File: config.mk
export PLATFORM = sky130hd
export DESIGN_NAME = axis_switch_single_master
export DESIGN_NICKNAME = d
export VERILOG_FILES = /design/src/rtl/axis_switch_single_master.sv
export SDC_FILE = /design/constraint.sdc
export NUM_CORES = 1
export LEC_CHECK = 0
export ABC_AREA = 1
export ABC_CLOCK_PERIOD_IN_PS = 1200
export CORE_MARGIN = 8
export CORE_UTILIZATION = 19
export DETAILED_ROUTE_END_ITERATION = 7
export GPL_ROUTABILITY_DRIVEN = 0
export PLACE_DENSITY = 0.85
export SLEW_MARGIN = 20
export SYNTH_ARGS = -nofsm -noshare
export SYNTH_HDL_FRONTEND = slang
export SYNTH_SLANG_ARGS = --single-unit
File: constraint.sdc
create_clock -name aclk -period 1.2 [get_ports aclk]
set_input_delay 0.24 -clock aclk [delete_from_list [all_inputs] [get_ports aclk]]
set_output_delay 0.24 -clock aclk [all_outputs]
set_load 0.02 [all_outputs]
File: src/rtl/axis_switch_single_master.sv
// N-to-1 AXI-Stream merger with round-robin arbitration.
// The grant is registered and held for one beat or one packet; the data path is a pass-through mux.
module axis_switch_single_master #(
    parameter int NSLAVES      = 2,
    parameter int DATA_WIDTH   = 64,
    parameter int HAS_DEST     = 0,
    parameter int HAS_ID       = 0,
    parameter int HAS_LAST     = 0,
    parameter int ID_WIDTH     = 1,
    parameter int DEST_WIDTH   = 1,
    parameter int ID_FROM_PORT = 0
) (
    input  logic                            aclk,
    input  logic                            aresetn,
    input  logic [NSLAVES-1:0]              s_valid,
    output logic [NSLAVES-1:0]              s_ready,
    input  logic [NSLAVES*DATA_WIDTH-1:0]   s_data,
    input  logic [NSLAVES*DEST_WIDTH-1:0]   s_dest,
    input  logic [NSLAVES*ID_WIDTH-1:0]     s_id,
    input  logic [NSLAVES-1:0]              s_last,
    output logic                            m_valid,
    input  logic                            m_ready,
    output logic [DATA_WIDTH-1:0]           m_data,
    output logic [DEST_WIDTH-1:0]           m_dest,
    output logic [ID_WIDTH-1:0]             m_id,
    output logic                            m_last
);

    localparam int SELW = (NSLAVES > 1) ? $clog2(NSLAVES) : 1;

    logic unused_fields;
    assign unused_fields = ^{s_dest, s_id};

    generate
        if (NSLAVES == 1) begin : g_pass
            logic unused_clk_rst;
            assign unused_clk_rst = ^{aclk, aresetn};

            assign m_valid = s_valid[0];
            assign s_ready = m_ready;
            assign m_data  = s_data;
            assign m_last  = s_last[0];
            assign m_dest  = (HAS_DEST != 0) ? s_dest : '0;
            assign m_id    = (HAS_ID != 0 && ID_FROM_PORT == 0) ? s_id : '0;
        end else begin : g_arb
            typedef enum logic {IDLE, TRANSACTION} state_t;

            state_t                state;
            logic [SELW-1:0]       sel;
            logic [SELW-1:0]       ptr;
            logic [SELW-1:0]       scan_sel;
            logic                  scan_hit;
            logic                  sel_valid;
            logic                  sel_last;
            logic [DATA_WIDTH-1:0] sel_data;
            logic [DEST_WIDTH-1:0] sel_dest;
            logic [ID_WIDTH-1:0]   sel_id;
            logic                  busy;
            logic                  done;

            assign busy = (state == TRANSACTION);

            // Two passes (k >= ptr, then k < ptr) give the wrapped priority order without modulo arithmetic.
            always_comb begin
                scan_hit = 1'b0;
                scan_sel = ptr;
                for (int unsigned k = 0; k < NSLAVES; k++) begin
                    if (!scan_hit && s_valid[k] && k >= 32'(ptr)) begin
                        scan_hit = 1'b1;
                        scan_sel = SELW'(k);
                    end
                end
                for (int unsigned k = 0; k < NSLAVES; k++) begin
                    if (!scan_hit && s_valid[k] && k < 32'(ptr)) begin
                        scan_hit = 1'b1;
                        scan_sel = SELW'(k);
                    end
                end
            end

            always_comb begin
                sel_valid = 1'b0;
                sel_last  = 1'b0;
                sel_data  = '0;
                sel_dest  = '0;
                sel_id    = '0;
                s_ready   = '0;
                for (int unsigned k = 0; k < NSLAVES; k++) begin
                    if (sel == SELW'(k)) begin
                        sel_valid  = s_valid[k];
                        sel_last   = s_last[k];
                        sel_data   = s_data[k*DATA_WIDTH +: DATA_WIDTH];
                        sel_dest   = s_dest[k*DEST_WIDTH +: DEST_WIDTH];
                        sel_id     = s_id[k*ID_WIDTH +: ID_WIDTH];
                        s_ready[k] = busy && m_ready;
                    end
                end
            end

            assign m_valid = busy && sel_valid;
            assign m_data  = sel_data;
            assign m_last  = sel_last;
            assign m_dest  = (HAS_DEST != 0) ? sel_dest : '0;
            assign m_id    = (HAS_ID == 0)       ? '0 :
                             (ID_FROM_PORT != 0) ? ID_WIDTH'(sel) : sel_id;
            assign done    = m_valid && m_ready && ((HAS_LAST == 0) || sel_last);

            always_ff @(posedge aclk or negedge aresetn) begin
                if (!aresetn) begin
                    state <= IDLE;
                    sel   <= '0;
                    ptr   <= '0;
                end else begin
                    case (state)
                        IDLE: begin
                            if (scan_hit) begin
                                sel   <= scan_sel;
                                state <= TRANSACTION;
                            end
                        end
                        TRANSACTION: begin
                            if (done) begin
                                state <= IDLE;
                                ptr   <= (sel == SELW'(NSLAVES - 1)) ? '0 : sel + 1'b1;
                            end
                        end
                        default: state <= IDLE;
                    endcase
                end
            end
        end
    endgenerate

endmodule
==> impl_summary.md, run 1 <==
Route
The first routing iteration left 28 violations. The via density per instance is 4.48. Wires add up to 9.20 mm. Before antenna repair, the detailed router went through 4 iterations. The total via count after detailed routing is 2379. In the routed design, unresolved DRC markers number 0. The number of antenna-violating nets in the routed design is 0.

Dividing the detail-routed wire length by the instance count gives 17.3 µm.

Synth
In the post-synthesis netlist, the biggest area contributors are nand2_1 74%, dfrtp_1 7.3%, buf_6 5.5%, buf_4 4.4%, buf_2 2.9%. After synthesis the netlist holds a flip-flop and latch count of 3. Of the post-synthesis cell area, the dominant cell type holds 74.2%.

The Yosys step of the flow raised 0 warnings. In the synthesized netlist, the number of instances is 236. Each instance of the synthesized netlist takes up on average 4.37 µm². Sequential cells were found to cover 7.27% of the synthesized design area.

The netlist uses 14 different library cells. The post-synthesis instance area is 1030 µm². Of all cell types, the one taking the most synthesized area is nand2_1.

Critical path
The endpoint arrival time on the critical path is 1330 ps. In this run the critical register-to-register path is launched from g_arb.sel$_DFFE_PN0P_. The worst path required time is 960 ps.

The category of the worst setup path capture point is an output port. Among the stages of the critical path, the cell type that occurs most often is buf_6. The largest single stage delay on the critical path is 490 ps. The kind of cell with the highest combined delay along the critical path is flip-flops. Among all stages on the critical path, the largest delay is contributed by dfrtp_2.

The type of the setup path with the least slack is flop to output port. The critical path goes through buf_6 > nand2_2 > a21oi_4 > buf_6. Tracing the worst setup path back leads to its startpoint at g_arb.sel$_DFFE_PN0P_. The count of buffer and inverter cells on the critical path is 2. The maximum fanout along the worst path is 8. The critical path startpoint category is a flop.

CTS
The clock-pin slew on the worst setup and hold paths is 30 ps. The insertion delay to the later sink of the worst-skew pair is 220 ps. The number of clock sinks seen by CTS is 3. The TritonCTS buffer count is 3. TritonCTS built the clock tree. Buffers inserted to repair hold after CTS numbered 0. The maximum clock insertion buffer count is 2. The tree is rooted in a clkbuf_8. The count of H-tree levels built during CTS is 1.

Finish
The final cell count without fillers is 531. The post-route standard cell area excluding fillers is 4050 µm². The number of nets in the layout is 599. The layout-stage area growth over the synthesis result is 292%.

The post-route netlist has 45.8% of its cells at a drive strength greater than 1. 0 antenna diodes ended up in the layout.

Placed design
The placed cell area is 3270 µm². Detailed placement finished with a half-perimeter wire length of 6.38 mm. The placed cell count is 509. The count of buffers added on input and output ports is 202.

Worst hold path
In this run the worst hold path is classified as input port to async pin.

Global route
Global routing finished with a remaining overflow of 0. The global-route wire length before repair is 12.8 mm. Across every metal layer, demand over resource in global routing totals 19.6%.

The pin count of the biggest net entering global routing is 27. The via count of the first global-routing pass is 2495. The number of antenna violations at the first check in global routing is 0.

STA
The fmax is 635 MHz. Between clock sinks in the finished design, the worst skew comes to 0.611 ps. The slack of the critical path is -375 ps.

The final setup violation count is 70. The final max-slew violation count was 0. The final critical-path share of the clock period is 131%. Setup repair after global routing could not meet its margin everywhere. The number of hold-slack violations in the final timing report is 0. Subtracting the final worst setup slack from the clock period gives 1570 ps.

Run
Max-cap violations in this run came to 0.

Die
Row generation in the floorplan step produced 27 rows. The core region is 5370 µm². The overall die height is 89.7 µm. The x dimension of the die is 89.7 µm. The number of ports placed on the die boundary is 209. The die area is 8050 µm². The starting density of the core is 19.2%.

Pwr
In this run the power density over the cells is 2040 nW/µm². In this run the static leakage power is 2.01 nW. The completed layout was analyzed and its total power is 8.24 mW. The worst vdd rail ir drop is 1.26 mV.

Run status
The checks that failed: setup timing. The run finished, with violations left.
[flip-flops by register name (all words and copies together), names as in the netlist]
| register | flops |
|---|---|
| g_arb.busy | 1 |
| g_arb.ptr | 1 |
| g_arb.sel | 1 |
[metrics by stage]
stage / setup WS [ps] / hold WS, ps / util [%] / TNS [ps]
floorplan: -0.252 / -55.6 / - / -0.252
global placement: -612 / 434 / 60.8 / -33420
detailed placement: -657 / 442 / 60.8 / -34210
CTS: -383 / 210 / 69.2 / -20800
global route: -415 / 211 / 75.4 / -25610
finish: -375 / 212 / 75.4 / -22220
[placed cells by master (no fill, tap or decap), types with 2 or more instances in the layout]
master,instances
clkdlybuf4s50_1,133
inv_1,2
buf_4,11
nand2_2,65
buf_16,2
buf_6,79
clkbuf_8,3
nand2_4,34
nand2_1,105
conb_1,2
buf_12,6
clkbuf_16,2
dfrtp_1,2
[synth_stat cells]
master	number
a21oi_1	1
buf_2	6
buf_4	6
buf_6	5
conb_1	1
dfrtp_1	3
inv_1	3
inv_4	1
nand2_1	204
nand3_1	1
nand4_1	1
nor3_1	2
o211ai_1	1
o21ai_0	1
[power breakdown]
part	switching, mW	internal, mW
Sequential	0.0778	0.153
Combinational	3.88	3.82
Clock	0.0799	0.228
Total	4.04	4.20
[final timing paths]
path / to / slack (ps) / cells after the start
hold / removal: g_arb.ptr$_DFFE_PN0P_ / 210 / 1
hold reg to reg: g_arb.ptr$_DFFE_PN0P_ / 510 / 2
min in group aclk: g_arb.ptr$_DFFE_PN0P_ / 510 / 2
max in group asynchronous: g_arb.sel$_DFFE_PN0P_ / 820 / 1
setup reg to reg: g_arb.ptr$_DFFE_PN0P_ / -230 / 10
setup / recovery: m_valid / -370 / 4
[per-layer routing]
layer	global-route usage (%)	vias up	wire, µm
met5	0	-	0
met4	6.49	0	177
met3	7.15	14	984
met2	38.2	141	4900
met1	18.2	1082	3140
li1	-	1142	-
[cells by family (layout without fill, tap and decap cells)]
group                  Yosys count  count (layout)  synth area share, %
and+or+nand+nor                208             208                 76.2
other                            1               2                0.363
AOI/OAI and AO/OA                3               3                 1.70
DFF                              3               3                 7.27
buffers and inverters           21             243                 14.4
[timing repair]
action	in CTS	in global routing
pin swaps	9	26
cloned	3	3
resized for setup	449	87
buffers inserted	11	3
endpoints found under the setup margin	68	70
[area by class of cell]
class                           instances  area, µm²
Timing Repair inverter                  1       6.26
Fill cell                             362       1320
Sequential cell                         3       76.3
Timing Repair Buffer                  234       2540
Clock buffer                            4       45.0
Inverter                                4       22.5
Tap cell                               72       90.1
Multi-Input combinational cell        213       1270
Note: power is estimated with default switching activity, not from simulation.
==> run 2, diff against run 1 <==
--- a/constraint.sdc
+++ b/constraint.sdc
@@ -3,2 +3,2 @@
 set_output_delay 0.24 -clock aclk [all_outputs]
-set_load 0.02 [all_outputs]
+set_load 0.1 [all_outputs]
==> impl_summary.md, run 2 <==
Synth
The post-synthesis instance area is 1030 µm² (unchanged). Top post-synthesis cells by area: nand2_1 74%, dfrtp_1 7.3%, buf_6 5.5%, buf_4 4.4%, buf_2 2.9% (unchanged). The gate count of the mapped netlist is 236 (unchanged). Most common library cells after synthesis: 204 x nand2_1, 6 x buf_2, 6 x buf_4 (unchanged).

The most frequently used cell type in the post-synthesis netlist is nand2_1 (unchanged). The count of state elements after synthesis is 3 (unchanged). The fraction of synthesis flops using an asynchronous set or reset pin was 100% (unchanged). The most used flip-flop cell after synthesis was dfrtp_1 (unchanged).

The number of enable flip-flop cells after synthesis is 0 (unchanged). The mean cell area of the mapped netlist was 4.37 µm² (unchanged). The sequential share of the synthesized area is 7.27% (unchanged). The number of unique standard cell types used by synthesis came to 14 (unchanged).

The area fraction of the dominant cell type after synthesis is 74.2% (unchanged). The total number of yosys warnings is 0 (unchanged). The library cell with the largest summed area after synthesis is nand2_1 (unchanged).

Die
The overall die height is 89.7 µm (unchanged). The x dimension of the die came to 89.7 µm (unchanged). The cell row count was 27 (unchanged). The starting density of the core was 19.2% (unchanged). The number of ports placed on the die boundary is 209 (unchanged).

Placed design
The total half-perimeter wirelength after legalization and detailed placement came to 10.5 mm (was 6.38 mm). The count of input and output buffers was 202 (unchanged).

Run status
The flow halted during detailed placement (3_5_place_dp). The tool reported: "[ERROR DPL-0033] detailed placement checks failed during check placement". Result of the run: stopped before the end (was finished with violations).
==> run 2: cell counts after synthesis <==
No cell type changed its count.
==> run 2: kinds of logic after synthesis <==
logic type | after synthesis | share of synthesized area [%]
AND/OR/NAND/NOR | 208 | 76.2
buffers and inverters | 21 | 14.4
AO/OA/AOI/OAI | 3 | 1.70
flip-flops | 3 | 7.27
other | 1 | 0.363
==> run 2: stage by stage <==
step	cells	hold slack [ps]	TNS (ps)
after floorplan	237	-55.6	-8200
after global placement	513	431	-13170
==> run 3, diff against run 2 <==
PLACE_DENSITY = unset   (was 0.85)
PLACE_DENSITY_LB_ADDON = 0.15   (was unset)
==> impl_summary.md, run 3 <==
Run status
Result of the run: stopped before the end (unchanged). The last stage reached is clock tree synthesis (4_1_cts) (was detailed placement (3_5_place_dp)). Error that stopped the run: [ERROR DPL-0038] Utilization greater than 100%, impossible to legalize (was [ERROR DPL-0033] detailed placement checks failed during check placement.).

Synth
The fraction of synthesis flops using an asynchronous set or reset pin is 100% (unchanged). The post-synthesis instance area is 1030 µm² (unchanged). The mean cell area of the mapped netlist is 4.37 µm² (unchanged). The area fraction of the dominant cell type after synthesis is 74.2% (unchanged).

The most used flip-flop cell after synthesis is dfrtp_1 (unchanged). The library cell with the largest summed area after synthesis is nand2_1 (unchanged). The total number of yosys warnings is 0 (unchanged). The number of unique standard cell types used by synthesis came to 14 (unchanged). Top post-synthesis cells by area: nand2_1 74%, dfrtp_1 7.3%, buf_6 5.5%, buf_4 4.4%, buf_2 2.9% (unchanged). The count of state elements after synthesis is 3 (unchanged).

The sequential share of the synthesized area is 7.27% (unchanged). The number of enable flip-flop cells after synthesis is 0 (unchanged). The gate count of the mapped netlist is 236 (unchanged). Most common library cells after synthesis: 204 x nand2_1, 6 x buf_2, 6 x buf_4 (unchanged). The most frequently used cell type in the post-synthesis netlist is nand2_1 (unchanged).

Placed design
The total half-perimeter wirelength after legalization and detailed placement is 9.97 mm (was 10.5 mm). The count of input and output buffers was 202 (unchanged).

Die
The overall die height is 89.7 µm (unchanged). The x dimension of the die is 89.7 µm (unchanged). The starting density of the core is 19.2% (unchanged). The cell row count is 27 (unchanged).

The number of ports placed on the die boundary is 209 (unchanged).

CTS
The number of buffers added to fix hold violations after cts is 0. The number of clock buffers added by TritonCTS is 3. The tree is rooted in a clkbuf_8. In this run the number of H-tree levels came out at 1. The number of gates resized after CTS was 61. The number of buffers inserted by post-CTS setup repair is 9. The longest clock path from root to sink contains 2 buffers. The number of clock sinks seen by CTS is 3.
[run 3: cells by family after synthesis]
| family | Yosys count | share of synthesized area, % |
|---|---|---|
| AND/OR/NAND/NOR | 208 | 76.2 |
| flip-flops | 3 | 7.27 |
| buffers and inverters | 21 | 14.4 |
| other | 1 | 0.363 |
| AO/OA/AOI/OAI | 3 | 1.70 |
[run 3: per-stage QoR]
stage | cells | cell area (µm²) | setup slack [ps] | hold slack, ps
after floorplan | 237 | 2420 | -387 | -55.6
after global placement | 508 | 5230 | -290 | 430
after detailed placement | 508 | 5230 | -382 | 446
